===== src/rtl/sid_dac_sched.sv =====
`default_nettype none
// ============================================================================
//  Module   : sid_dac_sched
//  Purpose  : Time-multiplexed R-2R DAC conversion engine. Up to NREQ
//             requesters share one bit-serial weighted-sum accumulator that
//             evaluates one DAC bit per clock. Requesters are served
//             round-robin. Each grant uses either the MOS 6581 non-linear
//             bit-weight table or the ideal MOS 8580 binary weights.
//  Ports    :
//     clk       in   system clock, all state on rising edge
//     rst_n     in   asynchronous active-low reset
//     req       in   [NREQ]      per-requester level request, held until ack
//     req_code  in   [NREQ*12]   requester k code at [12k+11:12k]
//     req_8580  in   [NREQ]      1 = 8580 ideal weights, 0 = 6581 table
//     ack       out  [NREQ]      one-hot 1-cycle delivery pulse
//     dout      out  [12]        converted value, held until next delivery
//     dout_id   out  [IDW]       requester index of dout
//     busy      out              high while converting (ACCUM/DONE)
//  Revision : 1.0  initial release
// ============================================================================
module sid_dac_sched #(
   parameter  int NREQ = 4,
   localparam int IDW  = ($clog2(NREQ) > 1) ? $clog2(NREQ) : 1
) (
   input  logic                 clk,
   input  logic                 rst_n,
   input  logic [NREQ-1:0]      req,
   input  logic [NREQ*12-1:0]   req_code,
   input  logic [NREQ-1:0]      req_8580,
   output logic [NREQ-1:0]      ack,
   output logic [11:0]          dout,
   output logic [IDW-1:0]       dout_id,
   output logic                 busy
);

   localparam logic [1:0]  c_IDLE       = 2'd0;
   localparam logic [1:0]  c_ACCUM      = 2'd1;
   localparam logic [1:0]  c_DONE       = 2'd2;
   // 0.5 LSB in the 4-bit fractional scale, so truncation rounds to nearest
   localparam logic [15:0] c_ACC_PRESET = 16'h0008;
   localparam logic [3:0]  c_LAST_BIT   = 4'd11;

   logic [1:0]       r_state;
   logic [15:0]      r_acc;
   logic [3:0]       r_bit_idx;
   logic [IDW-1:0]   r_rr_ptr;
   logic [11:0]      r_code;
   logic             r_8580;
   logic [IDW-1:0]   r_id;
   logic [NREQ-1:0]  r_ack;
   logic [11:0]      r_dout;
   logic [IDW-1:0]   r_dout_id;

   logic             w_gnt_vld;
   logic [IDW-1:0]   w_gnt_id;
   logic [IDW-1:0]   w_rr_next;
   logic [11:0]      w_gnt_code;
   logic             w_gnt_8580;
   logic [15:0]      w_weight;
   logic [15:0]      w_acc_next;

   // Bit weights with 4 fractional bits. The 6581 table models the mismatched
   // R-2R ladder of the original die; both tables sum to 0xFFF0.
   function automatic logic [15:0] f_weight(input logic [3:0] idx, input logic m8580);
      logic [15:0] w;
      w = 16'h0000;
      if (m8580) begin
         if (idx <= c_LAST_BIT) w = 16'h0010 << idx;
      end else begin
         case (idx)
            4'd0:    w = 16'h0021;
            4'd1:    w = 16'h0030;
            4'd2:    w = 16'h0055;
            4'd3:    w = 16'h00A0;
            4'd4:    w = 16'h0135;
            4'd5:    w = 16'h0256;
            4'd6:    w = 16'h0486;
            4'd7:    w = 16'h08C6;
            4'd8:    w = 16'h1102;
            4'd9:    w = 16'h20F8;
            4'd10:   w = 16'h3FEC;
            4'd11:   w = 16'h7BED;
            default: w = 16'h0000;
         endcase
      end
      return w;
   endfunction

   // Round-robin pick: scan offsets from the highest down so the last hit,
   // i.e. the one nearest rr_ptr, wins.
   always_comb begin
      w_gnt_vld  = 1'b0;
      w_gnt_id   = '0;
      w_rr_next  = r_rr_ptr;
      w_gnt_code = 12'h000;
      w_gnt_8580 = 1'b0;
      for (int i = NREQ - 1; i >= 0; i--) begin
         if (req[(int'(r_rr_ptr) + i) % NREQ]) begin
            w_gnt_vld  = 1'b1;
            w_gnt_id   = IDW'((int'(r_rr_ptr) + i) % NREQ);
            w_rr_next  = IDW'((int'(r_rr_ptr) + i + 1) % NREQ);
            w_gnt_code = req_code[12*((int'(r_rr_ptr) + i) % NREQ) +: 12];
            w_gnt_8580 = req_8580[(int'(r_rr_ptr) + i) % NREQ];
         end
      end
   end

   // Single shared adder: one weight per cycle. Worst case lands at 0xFFF8,
   // so the 16-bit sum cannot wrap.
   always_comb begin
      w_weight   = r_code[r_bit_idx] ? f_weight(r_bit_idx, r_8580) : 16'h0000;
      w_acc_next = r_acc + w_weight;
   end

   always_ff @(posedge clk or negedge rst_n) begin
      if (!rst_n) begin
         r_state   <= c_IDLE;
         r_acc     <= 16'h0000;
         r_bit_idx <= 4'd0;
         r_rr_ptr  <= '0;
         r_code    <= 12'h000;
         r_8580    <= 1'b0;
         r_id      <= '0;
         r_ack     <= '0;
         r_dout    <= 12'h000;
         r_dout_id <= '0;
      end else begin
         r_ack <= '0;
         case (r_state)
            c_IDLE: begin
               if (w_gnt_vld) begin
                  r_code    <= w_gnt_code;
                  r_8580    <= w_gnt_8580;
                  r_id      <= w_gnt_id;
                  r_acc     <= c_ACC_PRESET;
                  r_bit_idx <= 4'd0;
                  r_rr_ptr  <= w_rr_next;
                  r_state   <= c_ACCUM;
               end
            end
            c_ACCUM: begin
               r_acc     <= w_acc_next;
               r_bit_idx <= r_bit_idx + 4'd1;
               // Results are registered on the last add so that ack, dout and
               // dout_id are all valid during the DONE cycle.
               if (r_bit_idx == c_LAST_BIT) begin
                  r_state     <= c_DONE;
                  r_ack[r_id] <= 1'b1;
                  r_dout      <= w_acc_next[15:4];
                  r_dout_id   <= r_id;
               end
            end
            c_DONE: begin
               r_state <= c_IDLE;
            end
            default: begin
               r_state <= c_IDLE;
            end
         endcase
      end
   end

   assign ack     = r_ack;
   assign dout    = r_dout;
   assign dout_id = r_dout_id;
   assign busy    = (r_state != c_IDLE);

endmodule
`default_nettype wire


===== config.mk =====
export PLATFORM = sky130hd
export DESIGN_NAME = sid_dac_sched
export DESIGN_NICKNAME = d
export VERILOG_FILES = /design/src/rtl/sid_dac_sched.sv
export SDC_FILE = /design/constraint.sdc
export NUM_CORES = 1
export LEC_CHECK = 0
export ABC_CLOCK_PERIOD_IN_PS = 3200
export BUFFER_PORTS_ARGS = -buffer_cell sky130_fd_sc_hd__buf_2
export CORE_AREA = 2 2 153 95
export CTS_CLUSTER_DIAMETER = 150
export DETAILED_ROUTE_END_ITERATION = 16
export DIE_AREA = 0 0 155 97
export MAX_ROUTING_LAYER = met4
export PLACE_DENSITY = 0.78
export SYNTH_ARGS = -nofsm -noshare
export SYNTH_HDL_FRONTEND = slang
export SYNTH_SLANG_ARGS = --single-unit

===== constraint.sdc =====
create_clock -name clk -period 3.2 [get_ports clk]
set_input_delay 0 -clock clk [delete_from_list [all_inputs] [get_ports clk]]
set_output_delay 0 -clock clk [all_outputs]
set_load 0.03 [all_outputs]

# Yosys cells after proc, flatten, opt, wreduce, memory -nomap -nowiden
# Memory sizes are Yosys's and may differ from the RTL's.
# Cells that the tools add are included.
# W data, S select, Z words.
classes:
  magnitude_cmp: 8
  multipliers: 4
  eq_ne: 4
  addsub: 8
  n_shift: 5
  bitwise: 3
  mux: 58
  reduce_logical: 13
ops:
  columns: ["op", "n"]
  rows:
  - ["$shiftx A48 B8 Y12", 3]
  - ["$mux W16", 4]
  - ["$mux W12", 4]
  - ["$shiftx A48 B7 Y12", 1]
  - ["$pmux W16 S2", 1]
  - ["$mux W1", 24]
  - ["$mux W2", 10]
  - ["$mul A3 B3 Y6 const A", 3]
  - ["$add A16 B16 Y16", 1]
  - ["$bmux W1 S2", 8]
  - ["$shl A5 B4 Y16 const A", 1]
  - ["$lt A3 B4 Y1 const B", 3]
  - ["$mux W4", 3]
  - ["$add A2 B2 Y2 const B", 5]
  - ["$pmux W4 S2", 1]
  - ["$reduce_and A2 Y1", 4]
  - ["$lt A2 B3 Y1 const B", 2]
  - ["$reduce_or A2 Y1", 3]
  - ["$lt A4 B5 Y1 const B", 1]
  - ["$add A4 B1 Y4 const B", 1]
  - ["$bmux W1 S4", 1]
  - ["$eq A4 B4 Y1 const B", 1]
  - ["$le A4 B4 Y1 const B", 1]
  - ["$mul A2 B2 Y4 const A", 1]
  - ["other kinds (12)", 16]
word_totals:
  n_memories: 1
  mem_bits_ro: 240
  in_bits: 58
  word_cells: 114
  register_bits: 57
mem_list:
  columns: ["name", "depth", "width", "read_ports", "rd_clocked_by_memory_dff", "write_ports", "line", "text"]
  rows:
  - ["(no name shown)", 16, 15, 1, 0, 0, "70", "case (idx)"]

# Depth between registers and ports, before layout
depth:
  depth_word: 12
  depth_mapped: 15
  mapped_depth_nobuf: 14

# Worst setup path before layout
# Ideal clock, no wire load.
synth_timing:
  path_kind: "flip-flop to flip-flop"
  start: "register r_bit_idx[2]"
  end: "register r_dout[10], in the netlist dout[10]"
  path_buffers: 1
  setup_ps: 131
  slack_ps: -251
  stages_incl_launch_ff: 15
  required_ps: 3069
  arrival_ps: 3321
  synth_period_minus_slack_ps: 3451
  cell_sequence: "dfrtp_1 clkbuf_1 nor2_1 nand2_1 o21a_1 or2_2 nor2_1 ha_1 fa_1 a211oi_1 o21a_1 or4_4 a311oi_2 xnor2_1 o21ai_1"
synth_via:
  elab_chain_cells: 5
synth_rtl:
  columns: ["item", "line", "text"]
  rows:
  - ["start: declaration", "45", "logic [3:0] r_bit_idx;"]
  - ["start signal: assignment", "143", "r_bit_idx <= r_bit_idx + 4'd1;"]
  - ["$le A4 B4 Y1 / $shl A5 B4 Y16 (equally long branches)", "68", "if (idx <= c_LAST_BIT) w = 16'h0010 << idx;"]
  - ["$mux W16", "68", null]
  - ["$mux W16", "67", "if (m8580) begin"]
  - ["$mux W16", "111", "w_weight = r_code[r_bit_idx] ? f_weight(r_bit_idx, r_8580) : 16'h0000;"]
  - ["$add A16 B16 Y16", "112", "w_acc_next = r_acc + w_weight;"]
  - ["end signal: assignment", "149", "r_dout <= w_acc_next[15:4];"]
  - ["end: declaration", "51", "logic [11:0] r_dout;"]
# Parallel ways exist; a longest one is shown, timed or not. The select of a mux whose other input is x is not followed.
# A chain may end at the register's enable or synchronous reset.

# Final worst setup path
layout_timing:
  start: "register r_bit_idx[1]"
  end: "register r_acc[13]"
layout_via:
  elab_chain_cells: 6
layout_rtl:
  columns: ["item", "line", "text"]
  rows:
  - ["$le A4 B4 Y1 / $shl A5 B4 Y16 (equally long branches)", "68", null]
  - ["$mux W16", "68", null]
  - ["$mux W16", "67", null]
  - ["$mux W16 (*)", "111", null]
  - ["$add A16 B16 Y16 (*)", "112", null]
  - ["$pmux W16 S2 (*)", "129", "case (r_state)"]
  - ["end signal: assignment", "135", "r_acc <= c_ACC_PRESET;"]
  - ["end signal: assignment", "142", "r_acc <= w_acc_next;"]
  - ["end: declaration", "44", "logic [15:0] r_acc;"]
# Mark *: on every way between the ends. The rest lies on a longest branch, timed or not. The select of a mux whose other input is x is not followed.

==> metrics.yaml <==
grt_remaining_overflow: 0
final.period_utilization_pct: 102
drt_first_pass_iters: 6
synth.distinct_cells: 69
cp_slowest_cell: "dfrtp_2"
ir_worst_vdd_uv: 1030
io_pins: 77
diodes: 0
worstPathArrival_ns: 3.53
synth_edf_count: 0
crit_path_end: "r_acc[13]$_DFFE_PN0P_"
p_per_area_mw_per_mm2: 1290
crit_required_ns: 3.45
cts-root-buf: "clkbuf_16"
r2r_slack_ns: -0.08
clock-sinks: 57
totalNegativeSetupSlack_ns: -0.190
slew_headroom_pct: 41.5
viasPerCell: 6.96
cp_num_buf_inv: 1
worst-slew-pin-transition_ns: 0.877
syn_inst: 874
fin_crit_ns: 3.28
wl_per_cell_um: 21.5
core_region_area_mm2: 0.0135
setup_viol: 5
ys_warn_count: 0
cpPeakStageDelay_ns: 0.45
regToRegStartpoint: "r_bit_idx[1]$_DFFE_PN0P_"
synthesis.area_mm2: 0.00741
syn_area_per_cell_um2: 8.48
cp.depth: 14
area_growth_pct: 16.7
critPathKind: "reg -> reg"
critical_path.cell_chain: "mux2i_1 -> o21ai_1 -> a221oi_1 -> o21a_1 -> or2_4 -> a21oi_1 -> ha_2 -> o21ai_1 -> o21bai_1 -> nand4_1 -> buf_4 -> a21o_1 -> and3_4 -> o31ai_2"
vias: 7905
p_leak_nw: 3.62
tritoncts: "done"
status: "finished, violations left"
grt_antenna_before_repair: 0
row_count: 33
yosys_most_used_dff: "dfrtp_1"
port_buffers: 76
drive_gt1_share_pct: 28.0
fin_ws_ns: -0.0758
grt_pass1_vias: 6949
ys_ff_latch: 57
die_area_mm2: 0.0150
dp_cells: 1112
r2r_end: "r_acc[13]$_DFFE_PN0P_"
end_kind: "flip-flop"
critPathLaunch: "r_bit_idx[1]$_DFFE_PN0P_"
nets: 1043
gp_congestion: 1.02
violations: "negative setup slack"
cts_buffer_depth: 2
clock_latency_ns: 0.34
cp_top_family: "compound AO/OA/AOI/OAI gates"
seq_area_frac_synth_pct: 19.3
fin_cells: 1136
routed_wl_um: 24400
startpoint_type: "flip-flop"
reg2reg_depth: 14
async_flop_share_pct: 100
drv_slew: 0
hold_ws_ns: 0.145
dp_hpwl_um: 17500
dieHeight_um: 97
initial_utilization_pct: 54.9
rsz0062_at_grt: "true"
hold_violations: 0
grt_max_degree: 101
cts.clk_slew.worst_paths_ns: 0.05
numCtsBuffers: 9
placed_cell_area_mm2: 0.00817
h-tree-depth: 3
final_area_mm2: 0.00864
drc_errors: 0
ant_nets: 0
grt_usage_pct: 32.8
synth_nets: 961
crit_path_frequent_cell: "o21ai_1"
die_x_um: 155
clock_skew_ns: 0.00731
crit_path_max_fanout: 7
drtIter0Drc: 1186
max_cap_viol_count: 0
finalPower_w: 0.0111
whs_path_depth: 4
holdCritPathClass: "in -> reg"
grt_pass1_wl_um: 38200
max_freq_mhz: 305
[tightest hold or removal path, cell delays in order]
cell	delay (ns)
buf_2	0.15
nor2_1	0.10
o21a_1	0.12
o41ai_1	0.06
[placed cells by master, fill, tap and decap left out, types with 6 or more instances in the layout]
cell type,instances
a211oi_1,10
a21o_1,8
a21oi_1,57
a221oi_1,6
a31oi_1,15
buf_2,76
buf_4,67
clkbuf_16,9
dfrtp_1,54
ha_1,25
inv_1,18
mux2_2,9
mux2i_1,51
mux4_2,58
nand2_1,91
nand2b_1,15
nand3_1,47
nand3b_1,7
nor2_1,65
nor3_1,15
nor3b_1,7
o211ai_1,15
o21a_1,7
o21ai_0,68
o21ai_1,19
o221ai_1,6
o22ai_1,9
or3_1,6
xnor2_1,9
[registers in the layout, indices dropped and copies added (netlist names)]
register,count
r_bit_idx,4
ack,4
r_code,12
r_id,2
dout_id,2
dout,12
r_acc,16
r_state,2
r_8580,1
r_rr_ptr,2
[worst min path at each step]
stage	end	from
floorplan	ack[0]$_DFF_PN0_	rst_n
global placement	dout[3]$_DFFE_PN0P_	rst_n
detailed placement	dout[3]$_DFFE_PN0P_	rst_n
CTS	r_id[1]$_DFFE_PN0P_	req[2]
global route	r_id[1]$_DFFE_PN0P_	req[2]
finish	r_id[1]$_DFFE_PN0P_	req[2]
[where the power goes]
group          internal, W  switching (W)  leakage, nW
combinational      0.00371        0.00511         2.77
clock             0.000664       0.000331        0.153
sequential         0.00106       0.000281        0.700
[cell usage after synthesis (4+ instances only)]
| cell | n | area share, % |
|---|---|---|
| nand4_1 | 4 | 0.34 |
| buf_4 | 14 | 1.4 |
| mux2i_1 | 51 | 6.9 |
| o211ai_1 | 15 | 1.5 |
| and3_1 | 4 | 0.34 |
| ha_1 | 28 | 4.7 |
| a31oi_1 | 15 | 1.3 |
| mux4_2 | 58 | 18 |
| inv_1 | 19 | 0.96 |
| clkbuf_1 | 27 | 1.4 |
| nor2_1 | 69 | 3.5 |
| or3_1 | 6 | 0.51 |
| nand2_1 | 92 | 4.7 |
| o22ai_1 | 9 | 0.76 |
| o21ai_1 | 13 | 0.88 |
| o21ai_0 | 74 | 5.0 |
| nor3b_1 | 7 | 0.71 |
| o21a_1 | 7 | 0.71 |
| a221oi_1 | 6 | 0.71 |
| xor2_1 | 4 | 0.47 |
| buf_2 | 21 | 1.4 |
| o31ai_1 | 7 | 0.71 |
| a21oi_1 | 60 | 4.1 |
| a21o_1 | 8 | 0.81 |
| nand3_1 | 47 | 3.2 |
| xnor2_1 | 10 | 1.2 |
| mux2_2 | 9 | 1.4 |
| or2_2 | 6 | 0.51 |
| nand2b_1 | 15 | 1.3 |
| o221ai_1 | 6 | 0.71 |
| nand3b_1 | 7 | 0.71 |
| nor3_1 | 17 | 1.1 |
| a211oi_1 | 12 | 1.2 |
| nor2b_1 | 5 | 0.42 |
| buf_1 | 11 | 0.56 |
| dfrtp_1 | 57 | 19 |
[metal layers]
| layer | vias up | global-route usage [%] | wire length (um) |
|---|---|---|---|
| met1 | 3772 | 52.4 | 10900 |
| met3 | 47 | 9.32 | 3600 |
| li1 | 3496 | - | - |
| met5 | - | - | 0 |
| met4 | 0 | 5.91 | 312 |
| met2 | 590 | 40.4 | 9670 |
[through the flow]
stage,util (%),worst slack [ns]
final,64.0,-0.0758
after floorplan,-,0.000173
after CTS,63.1,0.00336
after global routing,64.0,-0.233
after detailed placement,60.5,-0.102
after global placement,60.5,0.0162
[what timing repair did]
item                                    in CTS  in global routing
resized for setup                            4                 23
buffers inserted                             3                  5
endpoints found under the setup margin      12                 19
hold buffers                                 1                  0
pin swaps                                    4                 19
hold endpoints to repair                    32                  0
[logic make-up (layout without fill, tap and decap cells)]
kind of cell / Yosys count / in the layout / share of synthesized area, %
adders and majority gates: 29 / 29 / 5.00
buffers and inverters: 97 / 184 / 6.43
xor gates and xnor gates: 14 / 14 / 1.66
AOI/OAI and AO/OA: 268 / 268 / 23.0
and+or+nand+nor: 289 / 289 / 18.3
muxes: 120 / 120 / 26.3
DFF: 57 / 57 / 19.3
[cell type report]
| cell class | count | area (um^2) |
|---|---|---|
| clock buffers | 14 | 274 |
| clock inverters | 2 | 35.0 |
| fillers | 1070 | 4860 |
| inverters | 20 | 75.1 |
| multi-input cells | 720 | 5640 |
| flip-flops and latches | 57 | 1430 |
| well taps | 175 | 219 |
| repair buffers | 148 | 973 |
(Power assumes the default switching activity.)
